$ cat config.mk
export PLATFORM = sky130hd
export DESIGN_NAME = mem_bridge
export DESIGN_NICKNAME = d
export VERILOG_FILES = /design/src/rtl/mem_bridge_pkg.sv /design/src/rtl/mem_bridge.sv
export SDC_FILE = /design/constraint.sdc
export NUM_CORES = 1
export LEC_CHECK = 0
export CAP_MARGIN = 40
export CORE_MARGIN = 1.5
export CORE_UTILIZATION = 42
export DETAILED_ROUTE_END_ITERATION = 6
export GPL_TIMING_DRIVEN = 0
export PLACE_DENSITY = 0.85
export SYNTH_ARGS = -nofsm -noshare
export SYNTH_HDL_FRONTEND = slang
export SYNTH_SLANG_ARGS = --single-unit
$ cat constraint.sdc
create_clock -name clk -period 2.3 [get_ports clk]
set_clock_uncertainty 0.05 [all_clocks]
set_input_delay 0.46 -clock clk [delete_from_list [all_inputs] [get_ports clk]]
set_output_delay 0.46 -clock clk [all_outputs]
set_load 0.1 [all_outputs]
$ cat src/rtl/mem_bridge_pkg.sv
// Shared definitions for the data-memory bridge: FSM state encoding and
// access size codes as driven by the memory stage.
package mem_bridge_pkg;

  typedef enum logic [1:0] {
    ST_IDLE = 2'd0,
    ST_REQ  = 2'd1,
    ST_RESP = 2'd2,
    ST_DONE = 2'd3
  } state_t;

  localparam logic [1:0] SIZE_BYTE = 2'd0;
  localparam logic [1:0] SIZE_HALF = 2'd1;
  localparam logic [1:0] SIZE_WORD = 2'd2;

endpackage

$ cat src/rtl/mem_bridge.sv
// Data-memory bridge: turns the memory stage's single-cycle load/store port
// into a req/addr_ok/data_ok bus transaction and stalls the pipeline until
// the access completes. Returned load data is held while the pipeline stays
// stalled for other reasons so every access is issued exactly once.
// Optional feature: define MEM_BRIDGE_ALIGN_CHECK_EN to flag misaligned
// half/word accesses on adel/ades instead of issuing them.
module mem_bridge
  import mem_bridge_pkg::*;
#(
  parameter int AW = 32,
  parameter int DW = 32
) (
  input  logic          clk,
  input  logic          rst,
  input  logic          mem_en,
  input  logic [3:0]    mem_wen,
  input  logic [1:0]    mem_size,
  input  logic [AW-1:0] mem_addr,
  input  logic [DW-1:0] mem_wdata,
  output logic [DW-1:0] mem_rdata,
  output logic          mem_stall,
  input  logic          longest_stall,
  output logic          adel,
  output logic          ades,
  output logic          data_req,
  output logic          data_wr,
  output logic [1:0]    data_size,
  output logic [AW-1:0] data_addr,
  output logic [DW-1:0] data_wdata,
  input  logic          data_addr_ok,
  input  logic          data_data_ok,
  input  logic [DW-1:0] data_rdata
);

  state_t        state;
  state_t        state_nxt;

  logic [AW-1:0] addr_q;
  logic [DW-1:0] wdata_q;
  logic          wr_q;
  logic [1:0]    size_q;
  logic [DW-1:0] rdata_q;

  logic          is_store;
  logic          fault;
  logic          issue;
  logic          resp_done;

`ifdef MEM_BRIDGE_ALIGN_CHECK_EN
  // Half accesses need an even address, word accesses a 4-byte aligned one.
  function automatic logic misaligned(input logic [1:0] size, input logic [1:0] lo);
    logic bad;
    bad = 1'b0;
    case (size)
      SIZE_HALF: bad = lo[0];
      SIZE_WORD: bad = (lo != 2'b00);
      default:   bad = 1'b0;
    endcase
    return bad;
  endfunction

  assign fault = mem_en & misaligned(mem_size, mem_addr[1:0]);
`else
  assign fault = 1'b0;
`endif

  assign is_store = |mem_wen;

  // A new access is only launched from IDLE; gating with rst keeps the
  // combinational request path quiet while reset is held.
  assign issue     = rst & (state == ST_IDLE) & mem_en & ~fault;
  assign resp_done = (state == ST_RESP) & data_data_ok;

  // State register; reset abandons any in-flight transaction.
  always_ff @(posedge clk or negedge rst) begin
    if (!rst) begin
      state <= ST_IDLE;
    end else begin
      state <= state_nxt;
    end
  end

  // Capture the request fields on issue so they stay constant through REQ.
  always_ff @(posedge clk) begin
    if (issue) begin
      addr_q  <= mem_addr;
      wdata_q <= mem_wdata;
      wr_q    <= is_store;
      size_q  <= mem_size;
    end
  end

  // Hold the last response so the stage still sees it while stalled elsewhere.
  always_ff @(posedge clk or negedge rst) begin
    if (!rst) begin
      rdata_q <= '0;
    end else if (resp_done) begin
      rdata_q <= data_rdata;
    end
  end

  // Next-state logic and all bus / pipeline outputs.
  always_comb begin
    state_nxt  = state;
    data_req   = 1'b0;
    data_wr    = 1'b0;
    data_size  = 2'b00;
    data_addr  = '0;
    data_wdata = '0;
    mem_stall  = 1'b0;
    adel       = 1'b0;
    ades       = 1'b0;
    mem_rdata  = rdata_q;

    case (state)
      ST_IDLE: begin
        if (issue) begin
          // Request goes out in the same cycle the access is first seen.
          data_req   = 1'b1;
          data_wr    = is_store;
          data_size  = mem_size;
          data_addr  = mem_addr;
          data_wdata = mem_wdata;
          mem_stall  = 1'b1;
          state_nxt  = data_addr_ok ? ST_RESP : ST_REQ;
        end
`ifdef MEM_BRIDGE_ALIGN_CHECK_EN
        adel = rst & fault & ~is_store;
        ades = rst & fault & is_store;
`endif
      end

      ST_REQ: begin
        // A data_ok here belongs to no request and is ignored.
        data_req   = 1'b1;
        data_wr    = wr_q;
        data_size  = size_q;
        data_addr  = addr_q;
        data_wdata = wdata_q;
        mem_stall  = 1'b1;
        if (data_addr_ok) begin
          state_nxt = ST_RESP;
        end
      end

      ST_RESP: begin
        if (data_data_ok) begin
          // Release the stall now; longest_stall then reflects only others.
          mem_rdata = data_rdata;
          state_nxt = longest_stall ? ST_DONE : ST_IDLE;
        end else begin
          mem_stall = 1'b1;
        end
      end

      ST_DONE: begin
        // Access finished; wait for the rest of the pipeline to move on.
        if (!longest_stall) begin
          state_nxt = ST_IDLE;
        end
      end

      default: begin
        state_nxt = ST_IDLE;
      end
    endcase
  end

endmodule

# --- Word level (Yosys, flattened, before mapping) ---
# Index checks and enable logic that the tools add are counted.
word_totals:
  register_bits: 101
  inputBits: 108
  out_inout_bits: 103
op_classes:
  eq_ne: 7
  mux: 21
  bitwise_logic: 3
  n_reduce_logical: 3
op_table:
  columns: ["op", "n"]
  rows:
  - ["$mux 32", 4]
  - ["$pmux 32 s2", 2]
  - ["$mux 2", 7]
  - ["$ne 2x2->1 const B", 4]
  - ["$pmux 2 s4", 1]
  - ["$eq 2x2->1 const B", 2]
  - ["$pmux 1 s2", 2]
  - ["$pmux 2 s2", 1]
  - ["$reduce_and 4->1", 1]
  - ["$reduce_or 4->1", 1]
  - ["$and 1x1->1", 3]
  - ["$mux 1", 3]
  - ["$pmux 1 s3", 1]
  - ["$eq 2x1->1 const B", 1]
  - ["$logic_not 2->1", 1]

# --- Logic depth before layout (Yosys ltp) ---
# Gate-level depths: netlist (run 1).
depth:
  word_depth: 5
  depth_mapped: 5

# --- Worst setup path after synthesis (run 1) ---
# No wires, ideal clock.
synth_timing:
  kind: "input port to output port"
  startpoint: "input port rst"
  endpoint: "output port data_addr[0]"
  arrival_time_ns: 2.227
  t_required_ns: 1.790
  path_slack_ns: -0.437
  path_stages: 4
  n_path_buf: 2
  path_cell_list: "nor4bb_1 > buf_6 > buf_6 > a22o_1"
synth_via:
  elab_chain_len: 4
synth_rtl:
  columns: ["item", "line", "source"]
  rows:
  - ["start, declared", "mem_bridge.sv:14", "input logic rst,"]
  - ["$and 1x1->1 (2 in a row)", "mem_bridge.sv:71", "assign issue = rst & (state == ST_IDLE) & mem_en & ~fault;"]
  - ["named net issue", "mem_bridge.sv:46", "logic issue;"]
  - ["$mux 32", "mem_bridge.sv:117", "if (issue) begin"]
  - ["$pmux 32 s2", "mem_bridge.sv:115", "case (state)"]
  - ["end, declared", "mem_bridge.sv:28", "output logic [AW-1:0] data_addr,"]
# The timed path passes the listed nets, and every way through them passes these cells.

# --- Worst setup path in the final report (run 1) ---
layout_timing:
  startpoint: "register state[0]"
  endpoint: "output port data_addr[11]"
layout_via:
  elab_chain_len: 5
  elab_cells_between_ends: 6
  classes_between: "eq/ne: 1; mux: 2; bitwise: 2; reduce/logical: 1"
layout_rtl:
  columns: ["item", "line", "source"]
  rows:
  - ["start, declared", "mem_bridge.sv:35", "state_t state;"]
  - ["start signal, assigned", "mem_bridge.sv:79", "state <= state_nxt;"]
  - ["$logic_not 2->1", "mem_bridge.sv:71, mem_bridge.sv:115", null]
  - ["$and 1x1->1 (2 in a row)", "mem_bridge.sv:71", null]
  - ["$mux 32", "mem_bridge.sv:117", null]
  - ["$pmux 32 s2 (*)", "mem_bridge.sv:115", null]
# Mark *: on every way between the ends. The rest lies on a longest branch, timed or not.

==> impl_results.md, run 1 <==
- Status: complete, but fails checks
- Violated checks: negative setup slack
- Vias in the first global route: 4035
- Post-route DRC: 0
- Fill count: 372
- Post-Layout Cell Count: 677
- First-pass GRT wire length: 25500 µm
- Max Freq: 0.394 GHz
- Metal2 WL: 10300 µm
- Area contributors post-synth: edfxtp_1, mux2_4, dfrtp_1
- Drt pass-1 iters: 4
- Wire length per cell: 28.3 µm
- Die H: 109 µm
- CTS Buf Count: 9
- Critical Path AT: 2.03 ns
- Max stage delay on crit path: 0.47 ns
- Core region area: 0.0109 mm²
- Post-Place Cells: 722
- Post-Syn Area: 0.00472 mm²
- Tmin final: 2.54 ns
- RSZ-0062 raised after global routing: yes
- Fin. max-slew vios: 0
- I/O pins: 211
- Vias per std cell: 5.61
- All-layer global routing usage: 0.302
- Initial Util: 0.433
- Critical Path RT: 1.79 ns
- Final wirelength: 19100 µm
- Synth-to-layout area growth: 106%
- Maximum fanout along the worst path: 8
- Final HPWL DP: 11800 µm
- Die X-Extent: 109 µm
- Max-cap violations: 0
- Gate Count Post-Synth: 272
- Slowest cell on crit path: dfrtp_2
- CTS clock-pin slew for the worst setup and hold paths: 0.10 ns
- Ant. Diodes: 0
- Share of layout cells above drive strength 1: 0.592
- Commonest cells after routing, fill and taps aside: clkdlybuf4s50_1, buf_12, edfxtp_1, a22o_4, mux2_4
- Vias: 3800
- HP Class: in2reg
- CTS root buf: clkbuf_8
- Setup violators final: 101
- Final net count: 640
- Syn. warnings: 0
- Die area: 0.0119 mm²
- Clk buf depth: 2
- Final period util: 1.10
- Worst skew pair latency: 0.37 ns
- Initial antenna violation count: 0
- Max Used Layer: met4
- Distinct cells, synth: 22
- TritonCTS clock tree: built
- # clock sinks: 101
- Detailed Route Iter0 Violations: 264
- # port buffers: 208
- DRT met1 WL: 6960 µm
- Gpl congestion: 0.722
- Worst setup margin: -0.240 ns
- Post-synthesis register bit count: 101
- Crit. End Element: primary output
- Pin count of the biggest net entering global routing: 39
- Seq/Total Area, Yosys: 0.607
- CP Launch Type: register
- Most common cell after layout, fill and taps aside: clkdlybuf4s50_1
- Metal3 WL: 1260 µm
- Cell breakdown of the critical path: nor4bb_4, buf_6, buf_12, clkbuf_16, a22o_4, buf_16
- Overflow after GRT: 0
- Detail Route Antenna Nets: 0
- Syn avg cell area: 17.3 µm²
- Family with the most delay on the worst path: buffers and inverters
- Crit Path Category: reg2out
- Row Count: 38
- Top cell type's share of synthesized area: 0.427
- WP buf/inv: 4
- H-tree levels: 3
- Area leader, netlist: edfxtp_1
- Final Hold Fails: 0
-- logic make-up (layout without fill, tap and decap cells) --
group | after synthesis | in the layout | share of synthesized area
AO/OA/AOI/OAI | 72 | 72 | 0.133
other | 1 | 2 | 0.000795
flip-flops | 101 | 101 | 0.607
AND/OR/NAND/NOR | 8 | 8 | 0.0122
buffers and inverters | 26 | 290 | 0.0467
multiplexers | 64 | 64 | 0.201
-- layout make-up --
type                       count  area (µm²)  share of cell area
clock buffer                  10         128              0.0131
buffer                        22         298              0.0306
inverter                       1        3.75            0.000386
clock inverter                 6        48.8             0.00501
tap                          140         175              0.0180
timing repair buffer         251        3990               0.410
multi-input combinational    146        2230               0.229
sequential                   101        2870               0.294
-- cells in the mapped netlist --
| library cell | count |
|---|---|
| conb_1 | 1 |
| buf_2 | 2 |
| a22o_1 | 68 |
| mux2_4 | 60 |
| inv_1 | 1 |
| a211oi_1 | 1 |
| nor2b_1 | 2 |
| o21bai_1 | 1 |
| edfxtp_1 | 67 |
| or3_1 | 1 |
| a2111oi_0 | 1 |
| buf_6 | 14 |
| buf_4 | 4 |
| nor4bb_1 | 1 |
| or2_2 | 1 |
| or4_1 | 1 |
| dfrtp_1 | 34 |
| a21o_1 | 1 |
| mux2_2 | 4 |
| clkbuf_1 | 5 |
| nor3b_1 | 1 |
| nand3b_1 | 1 |
-- final timing paths --
check                            start             to  slack, ns  depth (start not counted)
min in group asynchronous          rst    rdata_q[19]       0.61                          3
setup / recovery              state[0]  data_addr[11]      -0.24                          6
hold / removal                     rst       state[1]       0.40                          3
hold reg to reg            rdata_q[12]    rdata_q[12]       0.48                          1
setup reg to reg              state[0]    wdata_q[14]       0.07                          7
max in group asynchronous          rst       state[0]       1.39                          3
-- through the flow --
stage	hold slack [ns]	TNS, ns	area (µm²)	utilization	setup slack [ns]
4_1_cts	0.375	-14.02	9540	0.876	-0.187
2_1_floorplan	0.114	-1.37	4800	-	-0.154
6_report	0.404	-17.53	9730	0.894	-0.240
3_5_place_dp	0.449	-128.89	8870	0.815	-1.58
3_3_place_gp	0.440	-298.05	7060	0.649	-2.89
5_1_grt	0.405	-25.97	9730	0.894	-0.334
-- worst register-to-register path: cells and delay by family, from the launching register on --
family / cells / cell delay [ns]
buf+inv: 6 / 1.02
flops: 1 / 0.47
simple gates: 1 / 0.37
-- registers in the layout (all words and copies together) (netlist names) --
name	cells
size_q	2
state	2
wr_q	1
wdata_q	32
addr_q	32
rdata_q	32
-- timing repair --
action | CTS | global route
endpoints found under the hold margin | 34 | 0
buffers inserted | 27 | 1
setup endpoints to repair | 168 | 101
resized for setup | 197 | 25
gates cloned | 11 | 3
pin swaps | 27 | 35
hold buffers | 2 | 0
-- per-layer routing --
metal,global-route usage,up-vias
met5,0,-
met4,0.126,0
met3,0.0652,44
met2,0.543,223
met1,0.344,1913
li1,-,1620
Power of run 1 is not shown: default switching activity piles up to over one toggle a cycle in this logic, so the estimate is an artifact.
==> run 2, diff against run 1 <==
Settings changed: HOLD_SLACK_MARGIN set to 0.08.
==> results of run 2 <==
The final DEF is identical to that of run 1; final timing and power are the same.
Power of run 2 is left out for the same reason.
==> run 3, diff against run 2 <==
Settings changed: SKIP_CTS_REPAIR_TIMING set to 1.
==> impl_results.md, run 3 (synthesis results as in run 1) <==
- Finished Core Util: 0.874 (-0.0194)
- # clock sinks: 101 (unchanged)
- Vias in the first global route: 4013 (-0.55%)
- Max Freq: 0.400 GHz (+1.6%)
- Detail Route Antenna Nets: 0 (unchanged)
- Final HPWL DP: 11800 µm (unchanged)
- Overflow after GRT: 0 (unchanged)
- Commonest cells after routing, fill and taps aside: clkdlybuf4s50_1, buf_12, a22o_4, edfxtp_1, mux2_4
- Multi-input logic area: 0.00225 mm² (+1.1%)
- Max-cap violations: 0 (unchanged)
- CTS root buf: clkbuf_8
- Post-route DRC: 0 (unchanged)
- Crit Path Category: reg2out
- Final period util: 1.09 (-0.0175)
- Die X-Extent: 109 µm (unchanged)
- Wire length per cell: 26.4 µm (-6.6%)
- Die H: 109 µm (unchanged)
- Fin. max-slew vios: 0 (unchanged)
- H-tree levels: 3 (unchanged)
- Status: complete, but fails checks
- All-layer global routing usage: 0.256 (-0.0452)
- Maximum fanout along the worst path: 5 (-3)
- CP Launch Type: register
- HP Class: in2reg
- FF/Latch Area: 0.00287 mm² (unchanged)
- Detailed Route Iter0 Violations: 210 (-20%)
- Worst setup margin: -0.199 ns (+0.0402 ns)
- Tmin final: 2.50 ns (-0.0402 ns)
- Setup violators final: 101 (unchanged)
- Crit. End Element: primary output
- Final Hold Fails: 0 (unchanged)
- Critical Path RT: 1.79 ns (about the same)
- Pin count of the biggest net entering global routing: 77 (+97%)
- Initial antenna violation count: 0 (unchanged)
- Initial Util: 0.433 (unchanged)
- Clk buf depth: 2 (unchanged)
- # port buffers: 208 (unchanged)
- Worst skew pair latency: 0.37 ns (about the same)
- Most common cell after layout, fill and taps aside: clkdlybuf4s50_1
- Final net count: 631 (-1.4%)
- Synth-to-layout area growth: 102%
- Drt pass-1 iters: 4 (unchanged)
- TritonCTS clock tree: built
- CTS Buf Count: 9 (unchanged)
- Vias per std cell: 5.54 (-1.3%)
- Gpl congestion: 0.722 (unchanged)
- Share of layout cells above drive strength 1: 0.585 (-0.00695)
- CTS clock-pin slew for the worst setup and hold paths: 0.10 ns (about the same)
- Die area: 0.0119 mm² (unchanged)
- Row Count: 38 (unchanged)
- Fill count: 412 (+11%)
- Ant. Diodes: 0 (unchanged)
- Violated checks: negative setup slack
- Critical Path AT: 1.99 ns (-0.04 ns)
- Core region area: 0.0109 mm² (unchanged)
- I/O pins: 211 (unchanged)
- First-pass GRT wire length: 22300 µm (-12%)
- Final wirelength: 17700 µm (-7.8%)
- RSZ-0062 raised after global routing: yes
- Vias: 3700 (-2.6%)
- Biggest regs: addr_q (32), rdata_q (32), wdata_q (32)
## run 3: cell types whose count changed in the layout (fill, tap and decap cells not counted), sizes merged
cell | previous run | this run
buf | 158 | 149
dlymetal6s2s | 0 | 5
clkdlybuf4s50 | 104 | 101
bufbuf | 2 | 0
clkbuf | 16 | 18
dlygate4sd2 | 2 | 0
## run 3: layout make-up
cell class	instances	share of cell area
multi-input cells	146	0.236
flip-flops and latches	101	0.301
well taps	140	0.0184
inverters	1	0.000394
repair buffers	242	0.393
clock buffers	10	0.0134
plain buffers	22	0.0326
clock inverters	6	0.00513
## run 3: path summary, 6_finish.rpt
| check | start | end | slack, ns | cells after the start |
|---|---|---|---|---|
| setup / recovery | state[1] | data_wdata[8] | -0.20 | 6 |
| hold / removal | mem_wen[0] | wr_q | 0.38 | 2 |
| setup reg to reg | state[1] | wr_q | 0.44 | 6 |
| hold reg to reg | rdata_q[30] | rdata_q[30] | 0.48 | 1 |
| max in group asynchronous | rst | state[0] | 1.38 | 3 |
| min in group asynchronous | rst | rdata_q[19] | 0.61 | 3 |
## run 3: routing by layer
metal  vias to the layer above  track usage  part of all wire
met1                      1884        0.277              0.38
met4                         0        0.102             0.024
met3                        29       0.0628             0.062
li1                       1595            -                 -
met2                       192        0.475              0.54
met5                         -            0                 0
## run 3: worst max-delay path, stage by stage, from the launching register on
cell and delay, ns:
dfrtp_2 0.45, nor4bb_4 0.35, buf_6 0.21, buf_6 0.14, clkbuf_16 0.14, a22o_4 0.15, buf_12 0.17
## run 3: per-stage QoR
step	std cells	hold WS [ns]	worst slack (ns)	TNS [ns]	instance area, µm²
CTS	738	0.144	-1.57	-103.24	9050
floorplan	273	0.114	-0.154	-1.37	4800
finish	668	0.378	-0.199	-13.79	9520
global placement	621	0.440	-2.89	-298.05	7060
detailed placement	722	0.449	-1.58	-128.89	8870
global route	668	0.387	-0.255	-19.16	9520
Power of run 3 is left out for the same reason.
